==> config.mk <==
export PLATFORM = sky130hd
export DESIGN_NAME = update_point_batch
export DESIGN_NICKNAME = d
export VERILOG_FILES = /design/src/rtl/update_point_batch.sv
export SDC_FILE = /design/constraint.sdc
export NUM_CORES = 1
export LEC_CHECK = 0
export ABC_AREA = 1
export CORE_ASPECT_RATIO = 0.7
export CORE_MARGIN = 10
export CORE_UTILIZATION = 60
export CTS_BUF_LIST = sky130_fd_sc_hd__clkbuf_8
export CTS_CLUSTER_DIAMETER = 60
export DETAILED_ROUTE_END_ITERATION = 16
export DONT_BUFFER_PORTS = 1
export PLACE_DENSITY_LB_ADDON = 0.2
export SLEW_MARGIN = 10
export SYNTH_ARGS = -nofsm -noshare
export SYNTH_HDL_FRONTEND = slang
export SYNTH_SLANG_ARGS = --single-unit
==> constraint.sdc <==
create_clock -name clk_in -period 9.7 [get_ports clk_in]
set_clock_uncertainty 0.1 [all_clocks]
set_input_delay 1.94 -clock clk_in [delete_from_list [all_inputs] [get_ports clk_in]]
set_output_delay 1.94 -clock clk_in [all_outputs]
set_load 0.005 [all_outputs]
==> src/rtl/update_point_batch.sv <==
// Batched point integrator: gravity on y-velocity, Euler position step and damped
// reflection at the world bounds, processed one point at a time over three cycles.
module update_point_batch #(
   parameter int DT            = 1,
   parameter int POSITION_SIZE = 8,
   parameter int VELOCITY_SIZE = 8,
   parameter int NUM_POINTS    = 4,
   parameter int GRAVITY       = -1,
   parameter int DAMP_SHIFT    = 1,
   parameter int X_MIN         = -10,
   parameter int X_MAX         = 10,
   parameter int Y_MIN         = -10,
   parameter int Y_MAX         = 10
) (
   input  logic                            clk_in,
   input  logic                            rst_in,
   input  logic                            begin_in,
   input  logic signed [POSITION_SIZE-1:0] pos_x_in  [NUM_POINTS],
   input  logic signed [POSITION_SIZE-1:0] pos_y_in  [NUM_POINTS],
   input  logic signed [VELOCITY_SIZE-1:0] vel_x_in  [NUM_POINTS],
   input  logic signed [VELOCITY_SIZE-1:0] vel_y_in  [NUM_POINTS],
   input  logic        [NUM_POINTS-1:0]    pin_mask_in,
   output logic signed [POSITION_SIZE-1:0] new_pos_x [NUM_POINTS],
   output logic signed [POSITION_SIZE-1:0] new_pos_y [NUM_POINTS],
   output logic signed [VELOCITY_SIZE-1:0] new_vel_x [NUM_POINTS],
   output logic signed [VELOCITY_SIZE-1:0] new_vel_y [NUM_POINTS],
   output logic                            result_out,
   output logic                            busy_out
);

   typedef enum logic [2:0] {IDLE, VEL, POS, BOUND, DONE} state_t;

   localparam int IDX_W  = (NUM_POINTS > 1) ? $clog2(NUM_POINTS) : 1;
   localparam int SUM_W  = POSITION_SIZE + VELOCITY_SIZE + $clog2(DT + 1) + 2;
   localparam int VSUM_W = ((VELOCITY_SIZE > 32) ? VELOCITY_SIZE : 32) + 2;

   localparam logic signed [VSUM_W-1:0] V_HI = {{(VSUM_W-VELOCITY_SIZE+1){1'b0}}, {(VELOCITY_SIZE-1){1'b1}}};
   localparam logic signed [VSUM_W-1:0] V_LO = {{(VSUM_W-VELOCITY_SIZE+1){1'b1}}, {(VELOCITY_SIZE-1){1'b0}}};
   localparam logic signed [SUM_W-1:0]  P_HI = {{(SUM_W-POSITION_SIZE+1){1'b0}}, {(POSITION_SIZE-1){1'b1}}};
   localparam logic signed [SUM_W-1:0]  P_LO = {{(SUM_W-POSITION_SIZE+1){1'b1}}, {(POSITION_SIZE-1){1'b0}}};
   localparam logic signed [VSUM_W-1:0] GRAV_STEP = VSUM_W'(GRAVITY * DT);
   localparam logic signed [SUM_W-1:0]  DT_W      = SUM_W'(DT);
   localparam logic signed [POSITION_SIZE-1:0] X_LO = POSITION_SIZE'(X_MIN);
   localparam logic signed [POSITION_SIZE-1:0] X_HI = POSITION_SIZE'(X_MAX);
   localparam logic signed [POSITION_SIZE-1:0] Y_LO = POSITION_SIZE'(Y_MIN);
   localparam logic signed [POSITION_SIZE-1:0] Y_HI = POSITION_SIZE'(Y_MAX);

   function automatic logic signed [VELOCITY_SIZE-1:0] sat_v(input logic signed [VSUM_W-1:0] v);
      logic signed [VSUM_W-1:0] r;
      r = v;
      if (v > V_HI) r = V_HI;
      else if (v < V_LO) r = V_LO;
      return r[VELOCITY_SIZE-1:0];
   endfunction

   function automatic logic signed [POSITION_SIZE-1:0] sat_p(input logic signed [SUM_W-1:0] p);
      logic signed [SUM_W-1:0] r;
      r = p;
      if (p > P_HI) r = P_HI;
      else if (p < P_LO) r = P_LO;
      return r[POSITION_SIZE-1:0];
   endfunction

   // Negation is done wide so the most negative value saturates instead of wrapping.
   function automatic logic signed [VELOCITY_SIZE-1:0] reflect_v(input logic signed [VELOCITY_SIZE-1:0] v);
      logic signed [VSUM_W-1:0] w;
      w = VSUM_W'(v) >>> DAMP_SHIFT;
      return sat_v(-w);
   endfunction

   state_t                          state_reg, state_next;
   logic [IDX_W-1:0]                idx_reg;
   logic signed [POSITION_SIZE-1:0] px_reg [NUM_POINTS];
   logic signed [POSITION_SIZE-1:0] py_reg [NUM_POINTS];
   logic signed [VELOCITY_SIZE-1:0] vx_reg [NUM_POINTS];
   logic signed [VELOCITY_SIZE-1:0] vy_reg [NUM_POINTS];
   logic [NUM_POINTS-1:0]           pin_reg;
   logic signed [VELOCITY_SIZE-1:0] vy_step_reg;
   logic signed [POSITION_SIZE-1:0] px_step_reg, py_step_reg;

   logic [NUM_POINTS-1:0]           sel;
   logic signed [POSITION_SIZE-1:0] px_cur, py_cur, px_wb, py_wb;
   logic signed [VELOCITY_SIZE-1:0] vx_cur, vy_cur, vx_wb, vy_wb;
   logic                            pin_cur, last_point;

   for (genvar gi = 0; gi < NUM_POINTS; gi++) begin : g_sel
      assign sel[gi] = (idx_reg == IDX_W'(gi));
   end

   assign last_point = (idx_reg == IDX_W'(NUM_POINTS - 1));

   always_comb begin
      px_cur  = '0;
      py_cur  = '0;
      vx_cur  = '0;
      vy_cur  = '0;
      pin_cur = 1'b0;
      for (int i = 0; i < NUM_POINTS; i++) begin
         if (sel[i]) begin
            px_cur  = px_reg[i];
            py_cur  = py_reg[i];
            vx_cur  = vx_reg[i];
            vy_cur  = vy_reg[i];
            pin_cur = pin_reg[i];
         end
      end
   end

   always_comb begin
      px_wb = px_step_reg;
      vx_wb = vx_cur;
      py_wb = py_step_reg;
      vy_wb = vy_step_reg;
      if (px_step_reg < X_LO || px_step_reg > X_HI) begin
         px_wb = (px_step_reg < X_LO) ? X_LO : X_HI;
         vx_wb = reflect_v(vx_cur);
      end
      if (py_step_reg < Y_LO || py_step_reg > Y_HI) begin
         py_wb = (py_step_reg < Y_LO) ? Y_LO : Y_HI;
         vy_wb = reflect_v(vy_step_reg);
      end
      if (pin_cur) begin
         px_wb = px_cur;
         py_wb = py_cur;
         vx_wb = vx_cur;
         vy_wb = vy_cur;
      end
   end

   always_ff @(posedge clk_in) begin
      if (rst_in) state_reg <= IDLE;
      else        state_reg <= state_next;
   end

   always_comb begin
      state_next = state_reg;
      case (state_reg)
         IDLE:    if (begin_in) state_next = VEL;
         VEL:     state_next = POS;
         POS:     state_next = BOUND;
         BOUND:   state_next = last_point ? DONE : VEL;
         DONE:    state_next = IDLE;
         default: state_next = IDLE;
      endcase
   end

   // The final write-back is merged into the outputs so they are valid while result_out is high.
   always_ff @(posedge clk_in) begin
      if (rst_in) begin
         idx_reg     <= '0;
         pin_reg     <= '0;
         vy_step_reg <= '0;
         px_step_reg <= '0;
         py_step_reg <= '0;
         for (int i = 0; i < NUM_POINTS; i++) begin
            px_reg[i]    <= '0;
            py_reg[i]    <= '0;
            vx_reg[i]    <= '0;
            vy_reg[i]    <= '0;
            new_pos_x[i] <= '0;
            new_pos_y[i] <= '0;
            new_vel_x[i] <= '0;
            new_vel_y[i] <= '0;
         end
      end else begin
         case (state_reg)
            IDLE: if (begin_in) begin
               idx_reg <= '0;
               pin_reg <= pin_mask_in;
               for (int i = 0; i < NUM_POINTS; i++) begin
                  px_reg[i] <= pos_x_in[i];
                  py_reg[i] <= pos_y_in[i];
                  vx_reg[i] <= vel_x_in[i];
                  vy_reg[i] <= vel_y_in[i];
               end
            end
            VEL: vy_step_reg <= sat_v(VSUM_W'(vy_cur) + GRAV_STEP);
            POS: begin
               px_step_reg <= sat_p(SUM_W'(px_cur) + SUM_W'(vx_cur) * DT_W);
               py_step_reg <= sat_p(SUM_W'(py_cur) + SUM_W'(vy_step_reg) * DT_W);
            end
            BOUND: begin
               for (int i = 0; i < NUM_POINTS; i++) begin
                  if (sel[i]) begin
                     px_reg[i] <= px_wb;
                     py_reg[i] <= py_wb;
                     vx_reg[i] <= vx_wb;
                     vy_reg[i] <= vy_wb;
                  end
                  if (last_point) begin
                     new_pos_x[i] <= sel[i] ? px_wb : px_reg[i];
                     new_pos_y[i] <= sel[i] ? py_wb : py_reg[i];
                     new_vel_x[i] <= sel[i] ? vx_wb : vx_reg[i];
                     new_vel_y[i] <= sel[i] ? vy_wb : vy_reg[i];
                  end
               end
               if (!last_point) idx_reg <= idx_reg + IDX_W'(1);
            end
            default: ;
         endcase
      end
   end

   assign result_out = (state_reg == DONE);
   assign busy_out   = (state_reg != IDLE);

endmodule

==> metrics.txt <==
# TYPE chip_impl_metric gauge
chip_impl_info{name="status",value="finished, final reports clean"} 1
chip_impl_info{name="criticalPathCategory",value="register to register"} 1
chip_impl_metric{name="global_route_wire_length_before_repair",unit="mm"} 81.37
chip_impl_metric{name="flip_flop_and_latch_count_after_synthesis",unit=""} 289
chip_impl_metric{name="clk_pin_slew_worst_paths",unit="ns"} 0.07
chip_impl_metric{name="synth.yosys.seq_area_share",unit="%"} 45.80
chip_impl_metric{name="routed_wire_length_per_instance",unit="um"} 23.29
chip_impl_metric{name="yosys_warnings",unit=""} 0
chip_impl_metric{name="cts-buffers-inserted",unit=""} 44
chip_impl_metric{name="max_cap_viol_count",unit=""} 0
chip_impl_metric{name="global_route.overflow_total",unit=""} 0
chip_impl_info{name="critical_path.cell_chain",value="inv_1 > ha_2 > inv_4 > nand2_2 > o21ai_0 > nand2_1 > nand2_1 > o21a_1 > inv_1 > nand3_1 > ha_1 > inv_1 > nor2_1 > nand3_1 > nor3_1 > nand2_1 > a21oi_1 > nand2_2 > nand2_4 > nand2_2 > nand2_2 > o21ai_0"} 1
chip_impl_info{name="timing.critical_path.from_type",value="register"} 1
chip_impl_metric{name="final-setup-viol-count",unit=""} 0
chip_impl_metric{name="initial_antenna_violation_count",unit=""} 6
chip_impl_metric{name="drc",unit=""} 0
chip_impl_metric{name="cp_max_fo",unit=""} 42
chip_impl_metric{name="vdd_ir_drop_max",unit="uV"} 164.3
chip_impl_metric{name="place.detailed.hpwl",unit="mm"} 37.75
chip_impl_metric{name="report.final.slew_viol_count",unit=""} 0
chip_impl_metric{name="nFillCells",unit=""} 2297
chip_impl_metric{name="design.core.area",unit="mm^2"} 0.02550
chip_impl_metric{name="detail_route.iter0.violations",unit=""} 1979
chip_impl_metric{name="max_freq",unit="MHz"} 208.6
chip_impl_metric{name="number_of_i_o_port_buffers",unit=""} 0
chip_impl_metric{name="groute.usage.overall",unit="%"} 31.99
chip_impl_metric{name="hold_slack",unit="ns"} 0.3636
chip_impl_metric{name="number_of_clock_sinks",unit=""} 289
chip_impl_metric{name="first_pass_iters",unit=""} 6
chip_impl_metric{name="fp.dieW",unit="um"} 211.7
chip_impl_metric{name="flow.area_growth_from_synthesis",unit="%"} 5.701
chip_impl_info{name="final_common_cell",value="sky130_fd_sc_hd__nand2_1"} 1
chip_impl_metric{name="drt_via_density",unit=""} 6.318
chip_impl_metric{name="fin_nets",unit=""} 2123
chip_impl_metric{name="syn_area",unit="mm^2"} 0.01543
chip_impl_metric{name="yosys.area.top_type_share",unit="%"} 24.91
chip_impl_metric{name="r2r_setup_slack",unit="ns"} 4.91
chip_impl_metric{name="route.final.wire_length",unit="mm"} 53.82
chip_impl_metric{name="critPathArrivalTime",unit="ns"} 5.00
chip_impl_metric{name="clkLatencyLatePin",unit="ns"} 0.60
chip_impl_metric{name="resized_gates_after_cts",unit=""} 0
chip_impl_metric{name="slowest_delay",unit="ns"} 0.82
chip_impl_metric{name="grt_start_max_net_pins",unit=""} 104
chip_impl_metric{name="vias",unit=""} 14600
chip_impl_info{name="critPathMostFrequentCell",value="sky130_fd_sc_hd__nand2_2"} 1
chip_impl_info{name="ctsRootBufferMaster",value="sky130_fd_sc_hd__clkbuf_8"} 1
chip_impl_metric{name="hold_viol",unit=""} 0
chip_impl_info{name="critPathSlowestCell",value="sky130_fd_sc_hd__ha_2"} 1
chip_impl_info{name="path_type_of_the_worst_min_delay_path",value="register to register"} 1
chip_impl_metric{name="async_reset_ff_share",unit="%"} 0
chip_impl_metric{name="power_per_cell_area",unit="mW/mm^2"} 244.2
chip_impl_metric{name="yosys.cell_types.count",unit=""} 50
chip_impl_info{name="tritoncts",value="done"} 1
chip_impl_metric{name="cts_hold_buf",unit=""} 0
chip_impl_info{name="cp-end-kind",value="register"} 1
chip_impl_metric{name="cp.required",unit="ns"} 9.90
chip_impl_metric{name="placementRows",unit=""} 49
chip_impl_metric{name="cts-htree-levels",unit=""} 2
chip_impl_metric{name="synth.avg_cell_area",unit="um^2"} 7.692
chip_impl_info{name="synth_area_leaders",value="sky130_fd_sc_hd__edfxtp_1, sky130_fd_sc_hd__dfxtp_1, sky130_fd_sc_hd__nand2_1"} 1
chip_impl_metric{name="io_pins",unit=""} 265
chip_impl_metric{name="place.gp.congestion",unit=""} 1.007
chip_impl_metric{name="leakage",unit="nW"} 6.849
chip_impl_info{name="synth_top_flop_cell",value="sky130_fd_sc_hd__dfxtp_1"} 1
chip_impl_metric{name="max_slew.worst_pin.slew",unit="ns"} 1.003
chip_impl_metric{name="cts_post_setup_buffers_inserted",unit=""} 0
chip_impl_metric{name="worst_slew_margin_rel",unit="%"} 33.13
chip_impl_metric{name="effective_utilization_at_floorplan",unit="%"} 60.50
chip_impl_info{name="synth.largest_area_cell",value="sky130_fd_sc_hd__edfxtp_1"} 1
chip_impl_metric{name="layout-drive-gt1-share",unit="%"} 7.533
chip_impl_metric{name="first_global_vias",unit=""} 13380
chip_impl_metric{name="cts_max_path_buffers",unit=""} 3
chip_impl_metric{name="die-height",unit="um"} 154.2
chip_impl_metric{name="die_area",unit="mm^2"} 0.03263
chip_impl_info{name="grt_setup_unrepaired",value="no"} 1
chip_impl_metric{name="setup-tns-final",unit="ns"} 0
chip_impl_metric{name="synth_cells",unit=""} 2006
chip_impl_metric{name="layout_worst_path_cycle_share",unit="%"} 49.42
chip_impl_metric{name="period_minus_slack",unit="ns"} 4.794
chip_impl_metric{name="drt_antenna_net_count",unit=""} 0
chip_impl_metric{name="syn_nets",unit=""} 2184
chip_impl_info{name="highest_count_cells_in_the_layout_ignoring_fill_and_taps",value="sky130_fd_sc_hd__nand2_1, sky130_fd_sc_hd__a21oi_1, sky130_fd_sc_hd__nand3_1"} 1
chip_impl_metric{name="synth_edf_count",unit=""} 128
[metal layers]
layer	wire [um]	track usage, %	vias to the layer above	part of all wire [%]
met5	43	0	-	0.080
met4	2303	13.52	6	4.3
met3	6607	8.237	140	12
met2	23410	47.53	940	43
met1	21460	43.37	6821	40
li1	-	-	6693	-
[logic make-up after synthesis]
logic type,Yosys count,synth area share [%]
fa+ha+maj,43,3.584
compound gates,525,19.14
flops,289,45.80
buf+inv,297,7.760
simple gates,840,23.04
xor+xnor,12,0.6812
[metrics by stage]
stage	std cells	worst slack, ns	util (%)	instance area (um^2)	power, mW
2_1_floorplan	2006	5.964	-	15430	2.550
3_3_place_gp	2230	5.138	60.71	15480	2.956
3_5_place_dp	2230	5.014	60.71	15480	2.976
4_1_cts	2309	5.008	63.93	16300	3.936
5_1_grt	2310	4.470	63.94	16310	4.213
6_report	2311	4.906	63.95	16310	3.983
[critical path: cells and delay by family, from the launching register on]
family,cells,cell delay (ns)
AOI/OAI and AO/OA,4,0.57
adders and majority gates,2,1.12
buffers and inverters,4,0.78
DFF,1,0.32
and+or+nand+nor,12,1.58
[synth_stat cells (3+ instances only)]
cell	instances
sky130_fd_sc_hd__buf_2	25
sky130_fd_sc_hd__nand3b_1	3
sky130_fd_sc_hd__nor4_1	5
sky130_fd_sc_hd__o21ai_0	169
sky130_fd_sc_hd__or2_2	4
sky130_fd_sc_hd__o21bai_1	4
sky130_fd_sc_hd__nor3_1	9
sky130_fd_sc_hd__inv_1	156
sky130_fd_sc_hd__dfxtp_1	161
sky130_fd_sc_hd__ha_1	41
sky130_fd_sc_hd__nand2_2	20
sky130_fd_sc_hd__nand4_1	10
sky130_fd_sc_hd__buf_1	5
sky130_fd_sc_hd__nor2_2	6
sky130_fd_sc_hd__edfxtp_1	128
sky130_fd_sc_hd__a21oi_2	11
sky130_fd_sc_hd__a21oi_1	230
sky130_fd_sc_hd__o21ai_2	4
sky130_fd_sc_hd__o21ai_1	11
sky130_fd_sc_hd__o22ai_1	6
sky130_fd_sc_hd__nand3_1	178
sky130_fd_sc_hd__clkbuf_1	91
sky130_fd_sc_hd__nor2_1	70
sky130_fd_sc_hd__o21a_1	5
sky130_fd_sc_hd__a221oi_1	8
sky130_fd_sc_hd__a22oi_1	3
sky130_fd_sc_hd__xnor2_1	3
sky130_fd_sc_hd__a31oi_1	3
sky130_fd_sc_hd__buf_6	6
sky130_fd_sc_hd__inv_2	10
sky130_fd_sc_hd__xor2_1	9
sky130_fd_sc_hd__nand2_1	527
sky130_fd_sc_hd__o211ai_1	60
sky130_fd_sc_hd__o31ai_1	4
[final timing paths]
check,start,endpoint,cells after the start
worst min-delay path,pin_reg[2],pin_reg[2],2
worst min register to register,pin_reg[2],pin_reg[2],2
worst max register to register,idx_reg[1],vx_reg[0][0],22
worst max-delay path,idx_reg[1],vx_reg[0][0],22
[where the power goes]
| part | switching [mW] | internal (mW) | total, mW |
|---|---|---|---|
| logic | 1.13 | 0.415 | 1.55 |
| registers | 0.0663 | 1.40 | 1.46 |
| clock network | 0.499 | 0.478 | 0.977 |
| total | 1.70 | 2.29 | 3.98 |
[layout make-up]
class                   instances  area (um^2)  area share [%]
diodes                          2        5.005         0.03069
well taps                     331        414.1           2.539
clock buffers                  51        701.9           4.304
clock inverters                28        117.6          0.7211
flip-flops and latches        289         7067           43.33
multi-input cells            1420         7202           44.16
inverters                     169        644.4           3.951
repair buffers                 21        157.7          0.9666
Note: power is estimated with default switching activity, not from simulation.
